File: config.mk
export PLATFORM = sky130hd
export DESIGN_NAME = smem_violation_reset_ctrl
export DESIGN_NICKNAME = d
export VERILOG_FILES = /design/src/rtl/smem_violation_reset_ctrl.sv
export SDC_FILE = /design/constraint.sdc
export NUM_CORES = 1
export LEC_CHECK = 0
export ABC_AREA = 1
export BUFFER_PORTS_ARGS = -buffer_cell sky130_fd_sc_hd__buf_2
export CAP_MARGIN = 20
export CELL_PAD_IN_SITES_DETAIL_PLACEMENT = 1
export CELL_PAD_IN_SITES_GLOBAL_PLACEMENT = 2
export CORE_ASPECT_RATIO = 0.75
export CORE_MARGIN = 8
export CORE_UTILIZATION = 27
export CTS_BUF_LIST = sky130_fd_sc_hd__clkbuf_2 sky130_fd_sc_hd__clkbuf_4 sky130_fd_sc_hd__clkbuf_8
export CTS_CLUSTER_DIAMETER = 40
export DETAILED_ROUTE_END_ITERATION = 8
export PLACE_DENSITY = 0.85
export SETUP_SLACK_MARGIN = 0.05
export SLEW_MARGIN = 10
export SYNTH_ARGS = -nofsm -noshare
export SYNTH_HDL_FRONTEND = slang
export SYNTH_SLANG_ARGS = --single-unit
File: constraint.sdc
create_clock -name clk -period 1.35 [get_ports clk]
set_input_delay 0.135 -clock clk [delete_from_list [all_inputs] [get_ports clk]]
set_output_delay 0.135 -clock clk [all_outputs]
set_load 0.02 [all_outputs]
File: src/rtl/smem_violation_reset_ctrl.sv
// ---------------------------------------------------------------------------
// smem_violation_reset_ctrl
//
// Central reset sequencer for the secure-memory protection monitors.
// When any monitor raises a violation while idle, the controller latches
// the highest-priority cause, counts the event and holds sys_reset high
// for HOLD_CYCLES cycles. It then waits up to WAIT_MAX cycles for the CPU
// to fetch the reset vector (pc == RESET_HANDLER). If the fetch never
// comes, reset is asserted again without counting a new event.
//
// Ports:
//   clk          system clock, rising edge
//   reset_n      asynchronous active-low reset
//   pc           current CPU program counter
//   viol         level violation requests, bit 0 = highest priority
//   cause_clr    single-cycle clear of the latched cause (IDLE only)
//   sys_reset    registered system reset request to the CPU core
//   busy         high whenever the sequencer is not idle
//   cause        one-hot latched cause, zero when cause_valid is low
//   cause_valid  a cause is latched and not yet cleared
//   viol_count   saturating count of accepted violation events
// ---------------------------------------------------------------------------
module smem_violation_reset_ctrl #(
    parameter int          NUM_SRC       = 4,
    parameter int          HOLD_CYCLES   = 4,
    parameter int          WAIT_MAX      = 16,
    parameter int          CNT_W         = 8,
    parameter logic [15:0] RESET_HANDLER = 16'hfffe
) (
    input  logic               clk,
    input  logic               reset_n,
    input  logic [15:0]        pc,
    input  logic [NUM_SRC-1:0] viol,
    input  logic               cause_clr,
    output logic               sys_reset,
    output logic               busy,
    output logic [NUM_SRC-1:0] cause,
    output logic               cause_valid,
    output logic [CNT_W-1:0]   viol_count
);

    // Both timers share one width, wide enough for the larger reload value.
    localparam int MAX_CYC = (HOLD_CYCLES > WAIT_MAX) ? HOLD_CYCLES : WAIT_MAX;
    localparam int TW      = (MAX_CYC > 1) ? $clog2(MAX_CYC) : 1;

    localparam logic [TW-1:0] HOLD_LOAD = TW'(HOLD_CYCLES - 1);
    localparam logic [TW-1:0] WAIT_LOAD = TW'(WAIT_MAX - 1);

    typedef enum logic [1:0] {
        IDLE     = 2'd0,
        HOLD     = 2'd1,
        WAIT_VEC = 2'd2
    } state_t;

    state_t             state;
    state_t             state_next;
    logic [TW-1:0]      hold_cnt;
    logic [TW-1:0]      wait_cnt;
    logic               accept;
    logic [NUM_SRC-1:0] first_viol;

    // Violations are only accepted while idle; HOLD and WAIT_VEC ignore them.
    assign accept = (state == IDLE) && (|viol);

    // Isolate the lowest-index set bit: two's complement trick keeps only it.
    assign first_viol = viol & (~viol + NUM_SRC'(1));

    // -----------------------------------------------------------------------
    // State register
    // -----------------------------------------------------------------------
    // NOTE: sequential state uses non-blocking assignments so every register
    // samples the pre-edge value of its inputs, independent of block order.
    always_ff @(posedge clk or negedge reset_n) begin
        if (!reset_n) begin
            state <= IDLE;
        end else begin
            state <= state_next;
        end
    end

    // -----------------------------------------------------------------------
    // Next-state logic
    // -----------------------------------------------------------------------
    // NOTE: state_next gets a default before the case so no path leaves it
    // unassigned, which would otherwise infer a latch.
    always_comb begin
        state_next = state;
        unique case (state)
            IDLE: begin
                if (|viol) state_next = HOLD;
            end
            HOLD: begin
                if (hold_cnt == '0) state_next = WAIT_VEC;
            end
            WAIT_VEC: begin
                // The vector fetch wins over a simultaneous timeout.
                if (pc == RESET_HANDLER)  state_next = IDLE;
                else if (wait_cnt == '0)  state_next = HOLD;
            end
            default: state_next = IDLE;
        endcase
    end

    // -----------------------------------------------------------------------
    // Output decode
    // -----------------------------------------------------------------------
    always_comb begin
        busy = (state != IDLE);
    end

    // -----------------------------------------------------------------------
    // Timers, reset output, cause latch and event counter
    // -----------------------------------------------------------------------
    always_ff @(posedge clk or negedge reset_n) begin
        if (!reset_n) begin
            sys_reset   <= 1'b0;
            hold_cnt    <= '0;
            wait_cnt    <= '0;
            cause       <= '0;
            cause_valid <= 1'b0;
            viol_count  <= '0;
        end else begin
            // Registered so sys_reset has no combinational path from inputs.
            sys_reset <= (state_next == HOLD);

            // Hold timer loads on every entry to HOLD, including re-assertion
            // after a wait timeout.
            if (state != HOLD && state_next == HOLD) begin
                hold_cnt <= HOLD_LOAD;
            end else if (state == HOLD && hold_cnt != '0) begin
                hold_cnt <= hold_cnt - TW'(1);
            end

            if (state == HOLD && state_next == WAIT_VEC) begin
                wait_cnt <= WAIT_LOAD;
            end else if (state == WAIT_VEC && wait_cnt != '0) begin
                wait_cnt <= wait_cnt - TW'(1);
            end

            if (accept && viol_count != {CNT_W{1'b1}}) begin
                viol_count <= viol_count + CNT_W'(1);
            end

            // First cause is sticky; a same-cycle clear lets the new one in.
            if (accept) begin
                if (!cause_valid || cause_clr) begin
                    cause       <= first_viol;
                    cause_valid <= 1'b1;
                end
            end else if (state == IDLE && cause_clr) begin
                cause       <= '0;
                cause_valid <= 1'b0;
            end
        end
    end

endmodule

==> results of run 1 <==
==> worst max-delay path, delay by kind of cell (launching register included) <==
kind | cells | cell delay, ns
AND/OR/NAND/NOR | 5 | 0.50
flip-flops | 1 | 0.40
AO/OA/AOI/OAI | 1 | 0.05
adder cells (fa/ha/maj) | 1 | 0.15
buffers and inverters | 1 | 0.06
==> report_power, final <==
| part | switching (uW) | leakage, uW | internal (uW) |
|---|---|---|---|
| registers | 253 | 0.000287 | 1000 |
| logic | 1480 | 0.000704 | 1130 |
| clock network | 250 | 0.0000357 | 397 |
| total | 1980 | 0.00103 | 2530 |
==> cells in the mapped netlist, drive strengths merged <==
| library cell | number | area [um^2] |
|---|---|---|
| a21o | 1 | 7.51 |
| a21oi | 2 | 10.0 |
| dfrtp | 24 | 601 |
| ha | 3 | 37.5 |
| inv | 29 | 114 |
| nand2 | 58 | 250 |
| nand3 | 16 | 90.1 |
| nand4 | 2 | 12.5 |
| nor2 | 15 | 71.3 |
| nor3 | 2 | 10.0 |
| o21ai | 13 | 87.6 |
| xnor2 | 3 | 26.3 |
| xor2 | 5 | 43.8 |
==> worst max path at each step <==
stage | cells past startpoint | start | slack [ns] | endpoint
after CTS | 7 | wait_cnt[0] | 0.04 | wait_cnt[1]
after floorplan | 8 | viol_count[1] | 0.04 | viol_count[4]
final | 8 | viol_count[0] | 0.07 | viol_count[4]
after detailed placement | 8 | wait_cnt[1] | -0.08 | wait_cnt[1]
after global routing | 7 | viol_count[0] | -0.006 | viol_count[7]
after global placement | 8 | wait_cnt[0] | -0.02 | wait_cnt[1]
==> per-layer routing <==
| metal | up-vias | part of all wire |
|---|---|---|
| met5 | - | 0 |
| met4 | 0 | 0.0049 |
| met3 | 2 | 0.028 |
| met2 | 12 | 0.53 |
| met1 | 619 | 0.44 |
| li1 | 659 | - |
==> metrics by stage <==
step | area (um^2) | util | total power (uW) | setup TNS (ns) | setup WS [ns]
after CTS | 1910 | 0.392 | 4270 | 0 | 0.0389
after detailed placement | 1720 | 0.354 | 3370 | -0.120 | -0.0793
after floorplan | 1380 | - | 2550 | 0 | 0.0435
final | 2040 | 0.419 | 4510 | 0 | 0.0654
after global placement | 1720 | 0.354 | 3310 | -0.0386 | -0.0245
after global routing | 2040 | 0.419 | 4870 | -0.0117 | -0.00613
==> registers in the layout, summed over array words and instances (netlist names) <==
name	cells
cause	4
cause_valid	1
hold_cnt	4
state	2
sys_reset	1
viol_count	8
wait_cnt	4
==> cell usage in the layout, fill, tap and decap left out, types with 2 or more instances in the layout <==
| cell | netlist | routed |
|---|---|---|
| nand4_1 | 2 | 2 |
| nor3_1 | 2 | 2 |
| nor2_4 | 2 | 3 |
| nand3_1 | 14 | 11 |
| ha_4 | 0 | 3 |
| buf_6 | 0 | 5 |
| o21ai_0 | 9 | 8 |
| nand2_2 | 1 | 4 |
| dfrtp_1 | 24 | 20 |
| buf_2 | 0 | 37 |
| clkbuf_8 | 0 | 3 |
| xnor2_1 | 3 | 3 |
| dfrtp_2 | 0 | 4 |
| buf_4 | 0 | 15 |
| inv_2 | 2 | 4 |
| nor2_1 | 13 | 9 |
| a21oi_2 | 0 | 2 |
| nand3_4 | 0 | 4 |
| nor2_2 | 0 | 3 |
| nand2_4 | 4 | 4 |
| inv_1 | 25 | 22 |
| nand2_1 | 53 | 49 |
| o21ai_2 | 3 | 3 |
| xor2_1 | 5 | 4 |
==> kinds of logic after synthesis <==
group | share of synthesized area
AO/OA/AOI/OAI | 0.0772
XOR/XNOR | 0.0515
adder cells (fa/ha/maj) | 0.0276
buffers and inverters | 0.0836
flip-flops | 0.441
AND/OR/NAND/NOR | 0.319
==> timing repair <==
item                                   4_1_cts  5_1_grt
pin swaps                                    5       11
resized for setup                           13       25
buffers inserted                             7        5
endpoints found under the hold margin       24        0
hold buffers                                 1        0
setup endpoints to repair                   16       19
==> area by class of cell <==
type                    count  area share
clock inverters             1      0.0147
flip-flops and latches     24       0.296
clock buffers               3      0.0202
well taps                  60      0.0367
repair buffers             59       0.188
multi-input cells         120       0.383
inverters                  29      0.0606
==> run_results.csv, run 1 <==
group,metric,value,unit
outcome,outcome,"finished, final reports clean",
clock_tree,cts_made_buffers,3,
clock_tree,tritoncts,"built",
timing,fin_crit,1.28,ns
power,power.density,2210,nW/um^2
clock_tree,cts_buffer_depth,2,
global_routing,met1_usage,0.118,
setup_path,crit_top_cell,"nand3_4",
power,peakVddDrop,0.00125,V
flow_run,maxCapViolations,0,
setup_path,ff2ff_setup_slack,0.07,ns
setup_path,cp_cell_sequence,"ha_4, nand3_4, nor2_4, nand3_4, nand2_8, inv_8, nand2_4, o21ai_2",
global_routing,globalRouteTotalUtil,0.101,
timing,slew_headroom,0.631,
synth,yosys_warnings,0,
global_routing,use_met3,0.0276,
global_routing,antenna_found_initial,0,
cells_and_area,layout.cells.non_filler,296,
synth,yosysSeqAreaShare,0.441,
setup_path,critPathSlowestCell,"dfrtp_2",
global_routing,grt_pass1_vias,1337,
setup_path,worstSetupEndpointType,"flop",
cells_and_area,layout-drive-gt1-share,0.436,
placement,dp_cells,279,
synth,syn-cell-area,1360,um^2
cells_and_area,seq_area,606,um^2
global_routing,globalRouteOverflowTotal,0,
placement,place.gp.congestion,0.738,
route,viasPerCell,4.36,
die,placement_rows,22,
worst_hold_path,hold_path_depth,3,
power,p_leak,0.00103,uW
timing,fin_skew,0.00674,ns
timing,fin_crit_sh,0.952,
worst_hold_path,hold_path_end,"cause[3]",
clock_tree,clk_latency,0.27,ns
setup_path,r2r-end,"viol_count[4]",
synth,avgSynthCellArea,7.87,um^2
die,dieArea,7590,um^2
worst_hold_path,hold_class,"in2reg",
worst_hold_path,hp-start,"viol[3]",
die,die_x,98.0,um
setup_path,rr_worst_depth,8,
cells_and_area,multi_input_area,783,um^2
timing,hold_slack,0.129,ns
clock_tree,htreeDepth,1,
timing,max_slew.worst_pin.slew,0.554,ns
clock_tree,root_buffer,"clkbuf_8",
global_routing,grt_pass1_wl,6360,um
timing,rsz0062_at_grt,"true",
route,vias,1292,
die,start_util,0.279,
route,first_pass_iters,5,
placement,hpwlAfterDp,2930,um
placement,io_buffers,37,
route,drt-total-wl,3890,um
clock_tree,path_clk_slew,0.09,ns
setup_path,critPathKind,"reg2reg",
route,antenna_left,0,
timing,final-setup-viol-count,0,
clock_tree,numClockSinks,24,
die,core_area,4870,um^2
die,die_h,77.5,um
cells_and_area,syn_to_final_growth,50.1,%
global_routing,met2_usage,0.182,
setup_path,critPathMaxFanout,8,
route,drc,0,
setup_path,max_stage_delay,0.40,ns
route,drt_iter0_drc,13,
timing,fmax,778,MHz
timing,drv_slew,0,
timing,finalHoldViolations,0,
setup_path,crit_required,1.51,ns
synth,synthesis.nets,199,
cells_and_area,fillers,584,
setup_path,arrival,1.44,ns
die,pin_count,38,
setup_path,start_kind,"flop",
global_routing,grt_max_degree,25,
synth,yosysUniqueCellTypes,21,
cells_and_area,final_net_count,263,
route,post_drt_wl_per_cell,13.1,um
synth,ys_ff_latch,24,
global_routing,grt.busiest_layer,"met2",
cells_and_area,diodes,0,
setup_path,r2r-start,"viol_count[0]",
synth,postSynthCellCount,173,
Note: power is estimated with default switching activity, not from simulation.
==> run 2, diff against run 1 <==
--- a/config.mk
+++ b/config.mk
@@ -6,16 +6,15 @@
 export NUM_CORES = 1
 export LEC_CHECK = 0
 export ABC_AREA = 1
-export BUFFER_PORTS_ARGS = -buffer_cell sky130_fd_sc_hd__buf_2
 export CAP_MARGIN = 20
 export CELL_PAD_IN_SITES_DETAIL_PLACEMENT = 1
 export CELL_PAD_IN_SITES_GLOBAL_PLACEMENT = 2
 export CORE_ASPECT_RATIO = 0.75
-export CORE_MARGIN = 8
-export CORE_UTILIZATION = 27
+export CORE_UTILIZATION = 33
 export CTS_BUF_LIST = sky130_fd_sc_hd__clkbuf_2 sky130_fd_sc_hd__clkbuf_4 sky130_fd_sc_hd__clkbuf_8
 export CTS_CLUSTER_DIAMETER = 40
 export DETAILED_ROUTE_END_ITERATION = 8
+export DONT_BUFFER_PORTS = 1
 export PLACE_DENSITY = 0.85
 export SETUP_SLACK_MARGIN = 0.05
 export SLEW_MARGIN = 10
==> run_results.csv, run 2 (same netlist as run 1, synthesis figures left out) <==
group,metric,value,unit
setup_path,r2r-end,"viol_count[0]",
die,die_h,57.6,um
timing,final-setup-viol-count,0,
setup_path,start_kind,"flop",
cells_and_area,final_cell_mix,"46 x nand2_1, 21 x inv_1, 21 x dfrtp_1",
power,p_int,2120,uW
setup_path,crit_required,1.52,ns
placement,dp_cells,235,
setup_path,worstSetupEndpointType,"flop",
cells_and_area,syn_to_final_growth,34.5,%
route,drt_iter0_drc,84,
global_routing,met1_usage,0.202,
cells_and_area,layout.cells.non_filler,253,
timing,finalHoldViolations,0,
setup_path,cp-startpoint,"viol_count[0]",
timing,fin_crit,1.27,ns
setup_path,cp_cell_sequence,"ha_4, nand3_4, nor2_4, nand3_4, nand2_8, xor2_1",
timing,slew_headroom,0.783,
clock_tree,htreeDepth,1,
setup_path,critPathSlowestCell,"dfrtp_2",
clock_tree,clk_latency,0.27,ns
route,vias,1228,
die,start_util,0.358,
die,dieArea,4390,um^2
flow_run,maxCapViolations,0,
cells_and_area,top_register,"viol_count",
global_routing,grt_pass1_wl,5840,um
cells_and_area,final_net_count,228,
route,first_pass_iters,4,
cells_and_area,diodes,0,
timing,drv_slew,0,
global_routing,grt.busiest_layer,"met2",
cells_and_area,layout-drive-gt1-share,0.343,
worst_hold_path,hold_class,"in2reg",
global_routing,grt_max_degree,25,
setup_path,rr_worst_depth,6,
setup_path,critPathMaxFanout,5,
clock_tree,numClockSinks,24,
global_routing,met2_usage,0.313,
setup_path,r2r-start,"viol_count[0]",
timing,rsz0062_at_grt,"true",
route,post_drt_wl_per_cell,14.5,um
clock_tree,path_clk_slew,0.09,ns
timing,fin_crit_sh,0.940,
clock_tree,root_buffer,"clkbuf_8",
power,power_switching,1910,uW
power,p_leak,0.000857,uW
setup_path,max_stage_delay,0.40,ns
timing,fin_skew,0.0117,ns
clock_tree,cts_buffer_depth,2,
route,drc,0,
power,power.density,2200,nW/um^2
die,core_area,3800,um^2
placement,io_buffers,0,
setup_path,arrival,1.44,ns
global_routing,antenna_found_initial,0,
setup_path,critPathKind,"reg2reg",
placement,place.gp.congestion,0.807,
setup_path,endpoint,"viol_count[0]",
power,p_total,4030,uW
global_routing,globalRouteOverflowTotal,0,
global_routing,globalRouteTotalUtil,0.169,
route,viasPerCell,4.85,
global_routing,grt_pass1_vias,1277,
power,swShare,0.474,
placement,hpwlAfterDp,2560,um
setup_path,crit_top_cell,"nand3_4",
route,drt-total-wl,3680,um
route,antenna_left,0,
power,p_seq_frac,0.338,
clock_tree,cts_made_buffers,3,
clock_tree,tritoncts,"built",
power,p_clk_frac,0.122,
setup_path,ff2ff_setup_slack,0.08,ns
die,pin_count,38,
cells_and_area,largest_reg_flops,8,
timing,fmax,788,MHz
power,peakVddDrop,0.00109,V
outcome,outcome,"finished, final reports clean",
timing,max_slew.worst_pin.slew,0.326,ns
timing,setup_tns,0,ns
cells_and_area,final_common_cell,"nand2_1",
die,placement_rows,19,
die,die_x,76.2,um
global_routing,use_met3,0.0504,
power,combPwrFrac,0.540,
[run 2: changes by cell type in the layout (fill, tap and decap cells not counted), moves of 2 or more]
cell     delta
a21oi_1     +2
a21oi_2     -2
buf_2      -37
buf_4       +5
buf_6       -4
nand2_1     -3
nand2_2     +5
nor2_2      -2
[run 2: worst min path at each step]
stage	start	to	slack [ns]	cells past startpoint
after detailed placement	reset_n	hold_cnt[0]	-0.16	0
after floorplan	reset_n	cause[0]	-0.16	0
final	viol[3]	cause[3]	0.02	2
after CTS	viol[3]	cause[3]	0.02	2
after global placement	reset_n	hold_cnt[0]	-0.16	0
after global routing	viol[3]	cause[3]	0.02	2
[run 2: cell type report]
cell class | instances | area [um^2]
inverters | 29 | 119
flip-flops and latches | 24 | 604
clock buffers | 4 | 55.1
well taps | 52 | 65.1
fillers | 464 | 1970
multi-input cells | 121 | 796
repair buffers | 23 | 191
[run 2: per-layer routing]
metal  vias up  wire, um
li1        598         -
met1       603      1640
met2        25      1850
met3         2       164
met4         0        17
met5         -         0
[run 2: what timing repair did]
item / CTS / global route
hold buffers: 2 / 0
setup endpoints to repair: 15 / 20
resized for setup: 12 / 23
cloned: 1 / 0
endpoints found under the hold margin: 24 / 0
setup buffers: 5 / 6
pin swaps: 8 / 11
[run 2: critical path, delay by kind of cell, from the launching register on]
kind          cells  cell delay [ns]
simple gates      4             0.45
flops             1             0.40
xor+xnor          1             0.18
fa+ha+maj         1             0.15
[run 2: stage by stage]
step / utilization / cell area (um^2) / setup slack [ns] / hold slack, ns
6_report: 0.481 / 1830 / 0.0807 / 0.0169
5_1_grt: 0.481 / 1830 / 0.0160 / 0.0221
4_1_cts: 0.446 / 1700 / 0.0507 / 0.0211
3_5_place_dp: 0.401 / 1520 / -0.0925 / -0.160
3_3_place_gp: 0.401 / 1520 / -0.0292 / -0.160
2_1_floorplan: - / 1380 / 0.0435 / -0.161
[run 2: power by group through the flow]
stage	Combinational [uW]	Clock, uW	Sequential, uW
6_report	2170	490	1360
4_1_cts	1890	507	1350
3_5_place_dp	1700	0	1350
5_1_grt	2400	532	1390
3_3_place_gp	1630	0	1340
2_1_floorplan	1120	0	1430
==> run 3, diff against run 2 <==
--- a/config.mk
+++ b/config.mk
@@ -10,12 +10,12 @@
 export CELL_PAD_IN_SITES_DETAIL_PLACEMENT = 1
 export CELL_PAD_IN_SITES_GLOBAL_PLACEMENT = 2
 export CORE_ASPECT_RATIO = 0.75
-export CORE_UTILIZATION = 33
+export CORE_UTILIZATION = 36
 export CTS_BUF_LIST = sky130_fd_sc_hd__clkbuf_2 sky130_fd_sc_hd__clkbuf_4 sky130_fd_sc_hd__clkbuf_8
 export CTS_CLUSTER_DIAMETER = 40
 export DETAILED_ROUTE_END_ITERATION = 8
 export DONT_BUFFER_PORTS = 1
-export PLACE_DENSITY = 0.85
+export PLACE_DENSITY = 0.88
 export SETUP_SLACK_MARGIN = 0.05
 export SLEW_MARGIN = 10
 export SYNTH_ARGS = -nofsm -noshare
==> constraint.sdc (replaced) <==
create_clock -name clk -period 1.3 [get_ports clk]
set_input_delay 0.13 -clock clk [delete_from_list [all_inputs] [get_ports clk]]
set_output_delay 0.13 -clock clk [all_outputs]
set_load 0.02 [all_outputs]
==> run_results.csv, run 3 (same netlist as run 1, synthesis figures left out) <==
group,metric,value,unit
clock_tree,numClockSinks,24,
setup_path,rr_worst_depth,6,
cells_and_area,final_net_count,233,
power,power.density,2390,nW/um^2
global_routing,globalRouteTotalUtil,0.189,
route,vias,1265,
clock_tree,tritoncts,"built",
timing,max_slew.worst_pin.slew,0.546,ns
timing,slew_headroom,0.636,
timing,fin_skew,0.00524,ns
timing,fmax,728,MHz
clock_tree,htreeDepth,1,
cells_and_area,syn_to_final_growth,41.8,%
cells_and_area,largest_reg_flops,8,
timing,fin_crit_sh,1.06,
placement,hpwlAfterDp,2470,um
cells_and_area,final_cell_mix,"41 x nand2_1, 24 x buf_4, 21 x dfrtp_1",
setup_path,r2r-end,"viol_count[5]",
setup_path,critPathMaxFanout,3,
route,first_pass_iters,4,
die,dieArea,4030,um^2
worst_hold_path,hold_path_depth,2,
worst_hold_path,hp-start,"viol[3]",
cells_and_area,top_register,"viol_count",
route,drt-total-wl,4070,um
setup_path,critPathKind,"reg2reg",
setup_path,r2r-start,"viol_count[0]",
outcome,outcome,"complete, but fails checks",
clock_tree,path_clk_slew,0.09,ns
setup_path,ff2ff_setup_slack,-0.07,ns
cells_and_area,diodes,0,
power,p_seq_frac,0.311,
global_routing,globalRouteOverflowTotal,0,
cells_and_area,multi_input_area,868,um^2
global_routing,grt_pass1_wl,5890,um
clock_tree,cts_buffer_depth,2,
setup_path,arrival,1.59,ns
setup_path,crit_required,1.51,ns
timing,setup_ws,-0.0728,ns
global_routing,grt_pass1_vias,1245,
power,p_leak,0.000897,uW
cells_and_area,final_common_cell,"nand2_1",
power,power_switching,2240,uW
die,placement_rows,18,
die,die_h,55.3,um
global_routing,antenna_found_initial,0,
route,antenna_left,0,
power,p_int,2380,uW
timing,fin_crit,1.37,ns
power,peakVddDrop,0.00112,V
global_routing,grt_max_degree,25,
timing,rsz0062_at_grt,"true",
timing,final-setup-viol-count,2,
clock_tree,clk_latency,0.27,ns
placement,pre_cts_ws,-0.109,ns
die,core_area,3450,um^2
clock_tree,cts_made_buffers,3,
timing,finalHoldViolations,0,
timing,setup_tns,-0.114,ns
cells_and_area,seq_area,604,um^2
power,swShare,0.485,
setup_path,worstSetupEndpointType,"flop",
placement,place.gp.congestion,0.857,
route,drt_iter0_drc,29,
timing,drv_slew,0,
setup_path,start_kind,"flop",
die,die_x,73.0,um
die,pin_count,38,
worst_hold_path,hold_path_end,"cause[3]",
flow_run,maxCapViolations,0,
cells_and_area,fillers,404,
power,p_clk_frac,0.112,
route,post_drt_wl_per_cell,15.9,um
clock_tree,root_buffer,"clkbuf_8",
worst_hold_path,hold_class,"in2reg",
power,combPwrFrac,0.577,
route,drc,0,
die,start_util,0.395,
outcome,violations,"setup timing",
cells_and_area,fin_util,0.560,
placement,io_buffers,0,
route,viasPerCell,4.94,
cells_and_area,layout-drive-gt1-share,0.437,
run 3: area by class of cell:
type | instances | area share
clock buffer | 4 | 0.0285
inverter | 29 | 0.0642
multi-input combinational | 121 | 0.450
sequential | 24 | 0.313
tap | 50 | 0.0324
timing repair buffer | 28 | 0.112
run 3: how the worst max path moves through the flow:
stage | from | endpoint | slack [ns]
2_1_floorplan | viol_count[1] | viol_count[4] | -0.006
3_3_place_gp | wait_cnt[1] | wait_cnt[1] | -0.05
3_5_place_dp | wait_cnt[0] | wait_cnt[1] | -0.11
4_1_cts | viol_count[1] | viol_count[7] | -0.02
5_1_grt | viol_count[0] | viol_count[5] | -0.15
6_report | viol_count[0] | viol_count[5] | -0.07
run 3: what timing repair did:
item                                    in CTS  in global routing
gates cloned                                 1                  0
pin swaps                                    8                 17
hold buffers                                 1                  2
endpoints found under the hold margin       24                 25
buffers inserted                             5                  8
resized for setup                           21                 36
endpoints found under the setup margin      18                 21
run 3: power groups by stage:
stage	clock network [uW]	logic (uW)	registers [uW]
detailed placement	0	1800	1400
CTS	529	2090	1420
floorplan	0	1190	1490
global placement	0	1730	1390
finish	515	2660	1440
global route	548	2910	1470
run 3: metrics by stage:
stage	cells	area (um^2)	total power, uW	hold slack (ns)
final	256	1930	4620	0.00342
after global placement	235	1550	3120	-0.165
after global routing	256	1930	4930	0.00612
after floorplan	173	1390	2670	-0.166
after detailed placement	235	1550	3210	-0.165
after CTS	246	1730	4040	0.0126
run 3: metal layers:
metal  vias up  global-route usage  part of all wire
met5         -                   0                 0
met4         0              0.0336            0.0071
met3         4              0.0420             0.043
met2        31               0.311              0.51
met1       625               0.255              0.44
li1        605                   -                 -
run 3: critical path: stages, from the launching register on:
cell and delay [ns]:
dfrtp_2 0.39, buf_4 0.15, inv_1 0.12, nor3_1 0.25
xor2_1 0.22, nand2_1 0.10, nand2_1 0.07
